### config.mk
export PLATFORM = sky130hd
export DESIGN_NAME = mult_seq
export DESIGN_NICKNAME = d
export VERILOG_FILES = /design/src/rtl/mult_seq_pkg.sv /design/src/rtl/mult_seq_datapath.sv /design/src/rtl/mult_seq.sv
export SDC_FILE = /design/constraint.sdc
export NUM_CORES = 1
export LEC_CHECK = 0
export BUFFER_PORTS_ARGS = -buffer_cell sky130_fd_sc_hd__buf_2
export CAP_MARGIN = 40
export CORE_MARGIN = 8
export CORE_UTILIZATION = 25
export CTS_CLUSTER_DIAMETER = 100
export CTS_CLUSTER_SIZE = 30
export DETAILED_ROUTE_END_ITERATION = 10
export GPL_ROUTABILITY_DRIVEN = 0
export PLACE_DENSITY = 0.43
export SLEW_MARGIN = 0
export SYNTH_ARGS = -nofsm -noshare
export SYNTH_HDL_FRONTEND = slang
export SYNTH_HIERARCHICAL = 1
export SYNTH_SLANG_ARGS = --single-unit
### constraint.sdc
create_clock -name clk -period 9 [get_ports clk]
set_input_delay 0.45 -clock clk [delete_from_list [all_inputs] [get_ports clk]]
set_output_delay 0.45 -clock clk [all_outputs]
set_load 0.02 [all_outputs]
### src/rtl/mult_seq_pkg.sv
// Purpose : shared types and elaboration-time helpers for the sequential multiplier.
// Latency : n/a (declarations only).
// Backpressure: n/a.
//
// Contents:
//   state_e        - controller state encoding (IDLE / RUN)
//   pp_count()     - number of SLICE x SLICE partial products for a WIDTH x WIDTH multiply
//   idx_width()    - bits needed to walk the partial-product index (never less than 1)
package mult_seq_pkg;

    typedef enum logic [0:0] {
        ST_IDLE = 1'b0,
        ST_RUN  = 1'b1
    } state_e;

    // N slices per operand, every slice of a crossed with every slice of b.
    function automatic int pp_count(input int width, input int slice);
        return (width / slice) * (width / slice);
    endfunction

    // A single-product build (WIDTH == SLICE) still needs a 1-bit index so
    // that port and register declarations stay legal.
    function automatic int idx_width(input int width, input int slice);
        int p;
        p = pp_count(width, slice);
        return (p > 1) ? $clog2(p) : 1;
    endfunction

endpackage : mult_seq_pkg

### src/rtl/mult_seq_datapath.sv
// Purpose : slice-select, SLICE x SLICE multiply, shift and 2*WIDTH accumulate.
// Latency : one partial product per cycle; sum_nxt is combinational from acc + current product.
// Backpressure: none; the controller sequences idx/clr/add_en and holds operands stable.
//
// Ports:
//   clk, rst        - clock, asynchronous active-high reset
//   a_mag, b_mag    - unsigned operand magnitudes (held by the controller during a run)
//   idx             - partial-product index {i, j}, j fastest
//   clr             - zero the accumulator at the next edge (wins over add_en)
//   add_en          - accumulate the current shifted partial product at the next edge
//   sum_nxt         - accumulator plus the current shifted partial product
module mult_seq_datapath
    import mult_seq_pkg::*;
#(
    parameter int WIDTH = 32,
    parameter int SLICE = 8,
    parameter int IW    = idx_width(WIDTH, SLICE)
) (
    input  logic                 clk,
    input  logic                 rst,
    input  logic [WIDTH-1:0]     a_mag,
    input  logic [WIDTH-1:0]     b_mag,
    input  logic [IW-1:0]        idx,
    input  logic                 clr,
    input  logic                 add_en,
    output logic [2*WIDTH-1:0]   sum_nxt
);

    localparam int N  = WIDTH / SLICE;
    localparam int AW = 2 * WIDTH;
    // Width of a per-operand slice number; kept >= 1 for the degenerate N == 1 build.
    localparam int SW = (N > 1) ? $clog2(N) : 1;
    localparam logic [IW-1:0] N_IDX = IW'(N);

    // Operands split into SLICE-wide pieces, slice 0 is least significant.
    logic [SLICE-1:0] a_sl [N];
    logic [SLICE-1:0] b_sl [N];

    for (genvar k = 0; k < N; k++) begin : g_slices
        assign a_sl[k] = a_mag[k*SLICE +: SLICE];
        assign b_sl[k] = b_mag[k*SLICE +: SLICE];
    end

    logic [SW-1:0]      i_idx;
    logic [SW-1:0]      j_idx;
    logic [SLICE-1:0]   a_slice;
    logic [SLICE-1:0]   b_slice;
    logic [2*SLICE-1:0] pp;
    logic [AW-1:0]      pp_shifted;
    logic [AW-1:0]      acc_q;
    logic [AW-1:0]      acc_d;

    // idx walks {i, j} with j fastest, so i = idx / N and j = idx % N.
    // N need not be a power of two; these are constant divisors.
    always_comb begin
        i_idx = SW'(idx / N_IDX);
        j_idx = SW'(idx % N_IDX);
    end

    always_comb begin
        a_slice = a_sl[i_idx];
        b_slice = b_sl[j_idx];
        pp      = {{SLICE{1'b0}}, a_slice} * {{SLICE{1'b0}}, b_slice};
        // Weight of slice pair (i, j) is 2^((i+j)*SLICE); the largest shift
        // is 2*(N-1)*SLICE, so the product always lands inside AW bits.
        pp_shifted = AW'(pp) << ((int'(i_idx) + int'(j_idx)) * SLICE);
        sum_nxt    = acc_q + pp_shifted;
    end

    // The sum of all partial products of two WIDTH-bit magnitudes is below
    // 2^(2*WIDTH), so this addition can never carry out.
    always_comb begin
        acc_d = acc_q;
        if (clr) begin
            acc_d = '0;
        end else if (add_en) begin
            acc_d = sum_nxt;
        end
    end

    always_ff @(posedge clk or posedge rst) begin
        if (rst) begin
            acc_q <= '0;
        end else begin
            acc_q <= acc_d;
        end
    end

endmodule : mult_seq_datapath

### src/rtl/mult_seq.sv
// Purpose : start/busy sequential WIDTH x WIDTH multiplier, signed or unsigned per operation.
// Latency : P = (WIDTH/SLICE)^2 cycles from the accepting edge to the done pulse.
// Backpressure: start is ignored while busy=1; no queueing, captured operands untouched.
//
// Ports:
//   clk, reset      - clock, asynchronous active-high reset
//   start           - request, sampled only while busy=0
//   a, b, is_signed - operands and mode, captured on the accepting edge
//   busy            - operation in progress (registered)
//   done            - one-cycle completion pulse (registered)
//   product         - last completed 2*WIDTH result, held until the next done
module mult_seq
    import mult_seq_pkg::*;
#(
    parameter int WIDTH = 32,
    parameter int SLICE = 8
) (
    input  logic                 clk,
    input  logic                 reset,
    input  logic                 start,
    input  logic [WIDTH-1:0]     a,
    input  logic [WIDTH-1:0]     b,
    input  logic                 is_signed,
    output logic                 busy,
    output logic                 done,
    output logic [2*WIDTH-1:0]   product
);

    localparam int P  = pp_count(WIDTH, SLICE);
    localparam int IW = idx_width(WIDTH, SLICE);
    localparam logic [IW-1:0] LAST_IDX = IW'(P - 1);

    if ((WIDTH % SLICE) != 0 || SLICE <= 0) begin : g_bad_cfg
        $error("mult_seq: WIDTH must be a positive multiple of SLICE");
    end

    // Two's-complement magnitude. The most negative value maps onto
    // 2^(WIDTH-1), which still fits in WIDTH unsigned bits.
    function automatic logic [WIDTH-1:0] magnitude(input logic [WIDTH-1:0] v,
                                                   input logic             sgn);
        return (sgn && v[WIDTH-1]) ? (~v + WIDTH'(1)) : v;
    endfunction

    state_e               state_q,   state_d;
    logic [IW-1:0]        idx_q,     idx_d;
    logic [WIDTH-1:0]     a_mag_q,   a_mag_d;
    logic [WIDTH-1:0]     b_mag_q,   b_mag_d;
    logic                 neg_q,     neg_d;
    logic                 busy_q,    busy_d;
    logic                 done_q,    done_d;
    logic [2*WIDTH-1:0]   product_q, product_d;

    logic                 acc_clr;
    logic                 acc_add;
    logic [2*WIDTH-1:0]   sum_nxt;

    always_comb begin
        state_d   = state_q;
        idx_d     = idx_q;
        a_mag_d   = a_mag_q;
        b_mag_d   = b_mag_q;
        neg_d     = neg_q;
        busy_d    = busy_q;
        product_d = product_q;
        done_d    = 1'b0;
        acc_clr   = 1'b0;
        acc_add   = 1'b0;

        unique case (state_q)
            ST_IDLE: begin
                if (start) begin
                    a_mag_d = magnitude(a, is_signed);
                    b_mag_d = magnitude(b, is_signed);
                    neg_d   = is_signed & (a[WIDTH-1] ^ b[WIDTH-1]);
                    idx_d   = '0;
                    acc_clr = 1'b1;
                    busy_d  = 1'b1;
                    state_d = ST_RUN;
                end
            end
            ST_RUN: begin
                acc_add = 1'b1;
                if (idx_q == LAST_IDX) begin
                    // Take the final sum straight from the adder so the result
                    // is ready on the same edge as the last accumulation.
                    product_d = neg_q ? (~sum_nxt + (2*WIDTH)'(1)) : sum_nxt;
                    done_d    = 1'b1;
                    busy_d    = 1'b0;
                    state_d   = ST_IDLE;
                end else begin
                    idx_d = idx_q + IW'(1);
                end
            end
            default: begin
                state_d = ST_IDLE;
                busy_d  = 1'b0;
            end
        endcase
    end

    always_ff @(posedge clk or posedge reset) begin
        if (reset) begin
            state_q   <= ST_IDLE;
            idx_q     <= '0;
            a_mag_q   <= '0;
            b_mag_q   <= '0;
            neg_q     <= 1'b0;
            busy_q    <= 1'b0;
            done_q    <= 1'b0;
            product_q <= '0;
        end else begin
            state_q   <= state_d;
            idx_q     <= idx_d;
            a_mag_q   <= a_mag_d;
            b_mag_q   <= b_mag_d;
            neg_q     <= neg_d;
            busy_q    <= busy_d;
            done_q    <= done_d;
            product_q <= product_d;
        end
    end

    mult_seq_datapath #(
        .WIDTH (WIDTH),
        .SLICE (SLICE),
        .IW    (IW)
    ) u_datapath (
        .clk     (clk),
        .rst     (reset),
        .a_mag   (a_mag_q),
        .b_mag   (b_mag_q),
        .idx     (idx_q),
        .clr     (acc_clr),
        .add_en  (acc_add),
        .sum_nxt (sum_nxt)
    );

    assign busy    = busy_q;
    assign done    = done_q;
    assign product = product_q;

endmodule : mult_seq

==> flow_summary.yaml <==
critical_path:
  cp_slowest_cell: "mux4_2"
  critPathKind: "register to register"
  reg2reg_depth: 38
  cp-end-kind: "register"
  cpPeakStageDelay_ns: 0.62
  worstPathMaxFanout: 7
  cpMostUsedCell: "inv_2"
  worstPathRequired_ns: 9.38
  arrival_ns: 9.53
  startpoint_type: "register"
yosys:
  synth_edf_count: 0
  yosysTopAreaCell: "dfrtp_1"
  yosysSeqAreaShare: 0.290
  ys.flop_type: "dfrtp_1"
  yosysTopAreaCellShare: 0.290
  postSynthAreaPerCell_um2: 8.47
  syn_inst: 2038
  ys_ff_latch: 200
  synth_area_um2: 17300
  synth_cell_types: 94
  synth.net_count: 2248
  synth.area.top_cells: "dfrtp_1 29%, ha_1 7.5%, xor2_1 5.6%"
  yosys_warnings: 6
  ys_async_sr_fraction: 1.00
timing:
  fmax_ghz: 0.109
  fin_crit_ns: 9.14
  rsz0062_at_grt: "yes"
  fin_skew_ns: 0.0176
  max_slew.worst_pin.slew_ns: 0.971
  slew_headroom: 0.353
  report.final.slew_viol_count: 0
  fin_ws_ns: -0.143
  finalSetupViolCount: 4
  hold_viol: 0
  holdWs_ns: 0.0336
  fin_crit_sh: 1.02
cts:
  clk_pin_slew_ns: 0.09
  cts_hold_buf: 0
  cts_sinks: 200
  cts_root_buf: "clkbuf_16"
  clk_latency_ns: 0.50
  cts_tree: "done"
  cts_max_level: 4
  cts_buffer_depth: 2
  numCtsBuffers: 17
drt:
  num_vias: 16327
  drt_iter0_drc: 948
  drc: 0
  wl_per_cell_um: 17.5
  drtPass1Iterations: 8
  ant_nets: 0
  postRouteWirelength_um: 59700
  viasPerCell: 4.77
worst_hold_path:
  hold_class: "input pin to async pin"
floorplanning:
  die_x_um: 279
  io_pins: 134
  die_h_um: 279
  fp.coreArea_um2: 68500
  rows: 96
  initial_core_util: 0.252
  die_area_um2: 77700
place:
  io_buffers: 133
  place_area_um2: 21400
  dp_hpwl_um: 48200
  dp.cells: 3311
global_routing:
  grtUsageTotal: 0.150
  grt_pass1_wl_um: 92800
  overflow: 0
  antenna_found_initial: 0
  grt_max_degree: 68
  grt_pass1_vias: 16446
finish:
  num_antenna_cells: 0
  fin_cells: 3422
  drive_gt1_frac: 0.332
  fin_util: 0.348
  stdcell_area_um2: 23800
  layout.nets: 2737
  area_growth_pct: 38.2
  fillers: 7116
run:
  drv_cap: 0
run_status:
  violations: "setup timing"
  status: "finished with violations"
==> metal layers <==
metal | vias up | part of all wire | GRT usage
met5 | - | 0 | 0
met3 | 58 | 0.035 | 0.0259
met1 | 7784 | 0.49 | 0.205
met4 | 0 | 0.028 | 0.0496
li1 | 8168 | - | -
met2 | 317 | 0.45 | 0.237
==> logic make-up after synthesis <==
kind of cell,after synthesis,share of synthesized area
xor+xnor,189,0.0967
buf+inv,182,0.0412
compound gates,521,0.190
simple gates,737,0.212
flops,200,0.290
fa+ha+maj,142,0.119
mux,67,0.0506
==> timing repair <==
action	4_1_cts	5_1_grt
setup endpoints to repair	38	41
cloned	0	0
pin swaps	58	76
setup buffers	38	44
resized for setup	85	168
==> cells in the mapped netlist (28+ instances only) <==
| master | instances |
|---|---|
| mux2i_1 | 49 |
| nor3_1 | 28 |
| o31ai_1 | 29 |
| and2_1 | 67 |
| xor2_1 | 111 |
| nand2_1 | 251 |
| ha_1 | 104 |
| inv_1 | 84 |
| o21ai_0 | 186 |
| nor2_1 | 182 |
| xnor2_1 | 77 |
| dfrtp_1 | 200 |
| a21oi_1 | 115 |
| clkbuf_1 | 76 |
| fa_1 | 38 |
| nand3_1 | 31 |
| a21o_1 | 39 |
==> sequential cells by signal, indices dropped and copies added (netlist names) <==
signal and cells:
busy 1, done 1, state_q 1, u_datapath/acc_q 64, product 64, neg_q 1, a_mag_q 32, b_mag_q 32
idx_q 4
==> cells in the final DEF (no fill, tap or decap), types with 22 or more instances in the layout <==
master,n
nand4_1,22
o21ai_0,157
dfrtp_1,197
xor2_1,105
fa_1,36
nor2_1,170
nor3_1,22
nand3_1,29
mux2i_1,49
a21oi_2,26
a21oi_1,89
o21ai_1,33
a21o_1,39
buf_2,134
xnor2_1,69
and2_1,53
ha_1,89
inv_1,75
nand2_1,246
buf_4,405
==> worst max-delay path: cells and delay by family, from the launching register on <==
| kind | cells | cell delay (ns) |
|---|---|---|
| AND/OR/NAND/NOR | 9 | 2.40 |
| multiplexers | 1 | 0.62 |
| adder cells (fa/ha/maj) | 6 | 2.34 |
| AO/OA/AOI/OAI | 13 | 2.40 |
| buffers and inverters | 7 | 0.63 |
| XOR/XNOR | 2 | 0.29 |
| flip-flops | 1 | 0.39 |
==> path summary, 6_finish.rpt <==
check / end / startpoint / slack [ns]
worst max-delay path: product[62] / idx_q[2] / -0.14
worst min-delay path: product[6] / reset / 0.03
worst max register to register: product[62] / idx_q[2] / -0.14
worst min register to register: product[35] / product[35] / 0.47
max in group asynchronous: state_q / reset / 7.93
min in group clk: b_mag_q[31] / b[31] / 0.23
==> area by class of cell <==
| type | instances | area (um^2) | share of cell area |
|---|---|---|---|
| Inverter | 85 | 324 | 0.0136 |
| Sequential cell | 200 | 5010 | 0.210 |
| Tap cell | 882 | 1100 | 0.0463 |
| Clock buffer | 18 | 439 | 0.0184 |
| Clock inverter | 14 | 160 | 0.00672 |
| Multi-Input combinational cell | 1656 | 12700 | 0.532 |
| Timing Repair Buffer | 567 | 4120 | 0.173 |
==> stage by stage <==
stage,setup WS (ns),setup TNS (ns)
final,-0.143,-0.294
after global routing,-0.420,-5.24
after CTS,-0.0998,-0.149
after detailed placement,-0.677,-10.58
after global placement,-0.552,-10.14
after floorplan,0.0221,0
Power is left out: the tool's default activity adds up to more than one toggle a clock period on the data nets, which glitch-free logic cannot reach.
